===== src/rtl/f_ifetch.sv =====
// F-stage instruction fetch: alignment/range check, req/ack IM read, F/D output registers, PC write-enable.
// Latency 2 edges to F_Valid for a zero-wait fetch; holds while D_Stall; a request is never withdrawn before its ack.
module f_ifetch #(
  parameter logic [31:0] IM_BASE = 32'h0000_3000,
  parameter logic [31:0] IM_TOP  = 32'h0000_6FFC
) (
  input  logic        clk,
  input  logic        reset,
  input  logic [31:0] PC,
  input  logic        Req,
  input  logic        D_Stall,
  output logic        PC_WE,
  output logic        IM_Req,
  output logic [31:0] IM_Addr,
  input  logic        IM_Ack,
  input  logic [31:0] IM_RData,
  output logic        F_Valid,
  output logic [31:0] F_Instr,
  output logic [31:0] F_PC,
  output logic [4:0]  F_ExcCode
);

  typedef enum logic [1:0] {
    S_IDLE  = 2'd0,
    S_WAIT  = 2'd1,
    S_DONE  = 2'd2,
    S_DRAIN = 2'd3
  } state_t;

  localparam logic [4:0] EXC_NONE = 5'd0;
  localparam logic [4:0] EXC_ADEL = 5'd4;

  state_t      state_q, state_d;
  logic        im_req_q, im_req_d;
  logic [31:0] im_addr_q, im_addr_d;
  logic        f_valid_q, f_valid_d;
  logic [31:0] f_instr_q, f_instr_d;
  logic [31:0] f_pc_q, f_pc_d;
  logic [4:0]  f_exc_q, f_exc_d;
  logic        pc_legal;

  assign pc_legal = (PC[1:0] == 2'b00) && (PC >= IM_BASE) && (PC <= IM_TOP);

  always_ff @(posedge clk or posedge reset) begin
    if (reset) begin
      state_q   <= S_IDLE;
      im_req_q  <= 1'b0;
      im_addr_q <= 32'd0;
      f_valid_q <= 1'b0;
      f_instr_q <= 32'd0;
      f_pc_q    <= 32'd0;
      f_exc_q   <= EXC_NONE;
    end else begin
      state_q   <= state_d;
      im_req_q  <= im_req_d;
      im_addr_q <= im_addr_d;
      f_valid_q <= f_valid_d;
      f_instr_q <= f_instr_d;
      f_pc_q    <= f_pc_d;
      f_exc_q   <= f_exc_d;
    end
  end

  always_comb begin
    state_d   = state_q;
    im_req_d  = im_req_q;
    im_addr_d = im_addr_q;
    f_valid_d = f_valid_q;
    f_instr_d = f_instr_q;
    f_pc_d    = f_pc_q;
    f_exc_d   = f_exc_q;
    unique case (state_q)
      S_IDLE: begin
        if (Req) begin
          f_valid_d = 1'b0;
        end else if (pc_legal) begin
          im_addr_d = PC;
          im_req_d  = 1'b1;
          f_pc_d    = PC;
          state_d   = S_WAIT;
        end else begin
          f_instr_d = 32'd0;
          f_exc_d   = EXC_ADEL;
          f_pc_d    = PC;
          f_valid_d = 1'b1;
          state_d   = S_DONE;
        end
      end
      S_WAIT: begin
        // A flush without ack must still wait out the outstanding read.
        if (Req) begin
          if (IM_Ack) begin
            im_req_d = 1'b0;
            state_d  = S_IDLE;
          end else begin
            state_d  = S_DRAIN;
          end
        end else if (IM_Ack) begin
          f_instr_d = IM_RData;
          f_exc_d   = EXC_NONE;
          f_valid_d = 1'b1;
          im_req_d  = 1'b0;
          state_d   = S_DONE;
        end
      end
      S_DONE: begin
        if (Req || !D_Stall) begin
          f_valid_d = 1'b0;
          state_d   = S_IDLE;
        end
      end
      S_DRAIN: begin
        if (IM_Ack) begin
          im_req_d = 1'b0;
          state_d  = S_IDLE;
        end
      end
      default: state_d = S_IDLE;
    endcase
  end

  assign PC_WE     = !reset && (state_q == S_DONE) && !D_Stall && !Req;
  assign IM_Req    = im_req_q;
  assign IM_Addr   = im_addr_q;
  assign F_Valid   = f_valid_q;
  assign F_Instr   = f_instr_q;
  assign F_PC      = f_pc_q;
  assign F_ExcCode = f_exc_q;

endmodule


===== config.mk =====
export PLATFORM = sky130hd
export DESIGN_NAME = f_ifetch
export DESIGN_NICKNAME = d
export VERILOG_FILES = /design/src/rtl/f_ifetch.sv
export SDC_FILE = /design/constraint.sdc
export NUM_CORES = 1
export LEC_CHECK = 0
export CAP_MARGIN = 20
export CORE_MARGIN = 8
export CORE_UTILIZATION = 39
export CTS_BUF_LIST = sky130_fd_sc_hd__clkbuf_8 sky130_fd_sc_hd__clkbuf_16
export CTS_CLUSTER_DIAMETER = 150
export DETAILED_ROUTE_END_ITERATION = 16
export PLACE_DENSITY = 0.87
export SYNTH_ARGS = -nofsm -noshare
export SYNTH_HDL_FRONTEND = slang
export SYNTH_SLANG_ARGS = --single-unit
export TNS_END_PERCENT = 30

===== constraint.sdc =====
create_clock -name clk -period 3.1 [get_ports clk]
set_input_delay 0.62 -clock clk [delete_from_list [all_inputs] [get_ports clk]]
set_output_delay 0.62 -clock clk [all_outputs]
set_load 0.1 [all_outputs]

==> results.ini <==
[route]
drt_wl_total_mm=11.6
wire_per_inst_um=16.1
vias=3352
antenna_left=0
drt_iter0_markers=97
via_per_inst=4.68
drc_errors=0
drtPass1Iterations=4

[timing]
final_hold_viol_count=0
max_freq_mhz=414
rsz0062_at_grt=no
min_period_ns=2.42
fin_skew_ns=0.0130
fin_crit_sh_pct=77.9
drv_slew=0
setup_violations=0

[global_routing]
grt.met2_usage_pct=26.7
grtUsageMet3_pct=5.97
grt_max_degree=62
grt_pass1_vias=3670
grt-ovfl-total=0
met1_usage_pct=18.6
antenna_found_initial=0
track_usage_pct=16.0
grt_pass1_wl_mm=18.7
top_usage_layer=met2

[min_path]
hold_path.class=register to register
min_to=F_PC[16]
holdPathStages=2
min_from=F_PC[16]

[layout]
mostFrequentLayoutCell=nand2_1
n_antenna_cell=0
syn2layout_area_growth_pct=42.4
n_fill_cell=906
most-common-layout-cells=nand2_1 (130), buf_4 (107), dfrtp_1 (101), clkdlybuf4s50_1 (68), inv_1 (39)
drive_gt1_share_pct=23.7
register_area_um2=2530
multi_input_area_um2=1510
final_util_pct=56.5
finalNetCount=645

[critical_path]
path_class=input pin to output pin
crit_buf_inv=2
crit_chain=clkdlybuf4s50_1, nor4b_2, buf_12
reg2reg_depth=6
cp_top_family=buffers and inverters
reg2reg_to=F_Instr[28]
r2r_start=state_q[0]
worstSetupStartpointType=input pin
path_max_fanout=5
cp_slowest_cell=clkdlybuf4s50_1
reg2reg_slack_ns=1.06
cp.arrival_ns=1.80
cpPeakStageDelay_ns=0.53
worstPathRequired_ns=2.48
worstSetupEndpointType=output pin

[synth]
synth.distinct_cells=37
ys_warn_count=0
ys_async_sr_fraction_pct=100
netlist_area_um2=4280
synth_edf_count=0
ys_seq_elements=101
synth_cells=403
ys_seq_area_share_pct=59.0
synth_ff_type=dfrtp_1
syn_avg_cell_area_um2=10.6

[cts]
cts_max_level=3
cts_resized=0
cts_tree=done
cts_buffer_depth=2
path_clk_slew_ns=0.09
post_cts_buffers=0
cts_sinks=101
hold_buffers=0
numCtsBuffers=9
cts.root.buffer_cell=clkbuf_8
clk_latency_ns=0.35

[floorplan]
io_pins=173
die_area_um2=14600
die_y_um=121
num_rows=38
start_util_pct=39.7
core_area_um2=10800
die_width_um=121

[placed_design]
place.gp.congestion=0.843
dp.final_hpwl_mm=8.90
io_buffers=168

[status]
status=complete, no violations

[job]
cap_violations=0

[cell type report]
class                           instances  share of cell area [%]
Clock buffer                            9                    2.03
Multi-Input combinational cell        245                    24.7
Timing Repair Buffer                  179                    25.7
Tap cell                              140                    2.87
Inverter                               36                    2.28
Clock inverter                          7                    1.01
Sequential cell                       101                    41.5
[worst max-delay path by stage]
stage	from	endpoint	slack, ns	cells past startpoint
after floorplan	Req	PC_WE	-0.11	2
after global placement	PC[18]	IM_Addr[11]	0.43	6
after detailed placement	PC[18]	IM_Addr[10]	0.37	6
after CTS	Req	PC_WE	0.68	3
after global routing	PC[18]	IM_Addr[31]	0.62	7
final	Req	PC_WE	0.68	3
[metal layers]
metal	up-vias	wire length, um
met3	14	1140
met4	0	152
li1	1589	-
met2	126	5550
met1	1623	4740
met5	-	0
[state kept, by name, summed over array words and instances, names as in the netlist]
register / count
F_ExcCode: 1
F_Instr: 32
F_PC: 32
F_Valid: 1
IM_Addr: 32
IM_Req: 1
state_q: 2
[through the flow]
stage	instance area [um2]	hold slack (ns)	cells	TNS [ns]	setup WS, ns
after floorplan	4300	0.545	406	-0.109	-0.109
after global placement	5910	0.461	701	0	0.428
after detailed placement	5910	0.464	701	0	0.366
after CTS	6100	0.488	717	0	0.678
after global routing	6100	0.512	717	0	0.623
final	6100	0.486	717	0	0.684
[kinds of logic (layout without fill, tap and decap cells)]
family,count (synthesis),in the layout,synth area share [%]
compound gates,20,20,3.83
fa+ha+maj,4,4,1.17
buf+inv,60,231,6.28
flops,101,101,59.0
mux,48,48,11.6
other cells,1,4,0.0876
simple gates,169,169,18.0
[worst register-to-register path, stage by stage (launching register included)]
cell and delay (ns):
dfrtp_1 0.42, inv_1 0.11, ha_1 0.38, mux2i_1 0.18, a311oi_4 0.33, buf_12 0.28, mux2i_1 0.25
[Yosys cell counts (2+ instances only)]
master	count	area [um2]
dfrtp_1	101	2530
nand3_1	2	10.0
buf_2	2	10.0
mux2_2	3	33.8
o21ai_0	5	25.0
inv_1	36	135
ha_1	4	50.1
nand2b_1	2	12.5
clkbuf_1	13	48.8
mux2_1	11	124
and3b_1	2	17.5
mux2i_1	34	340
nand2_1	130	488
buf_6	3	33.8
nor3_1	2	10.0
nor2b_1	22	138
a21oi_1	4	20.0
buf_4	5	37.5
nor4_2	4	50.1
Power is not shown: default switching activity piles up to over one toggle a cycle in this logic, so the estimate is an artifact.
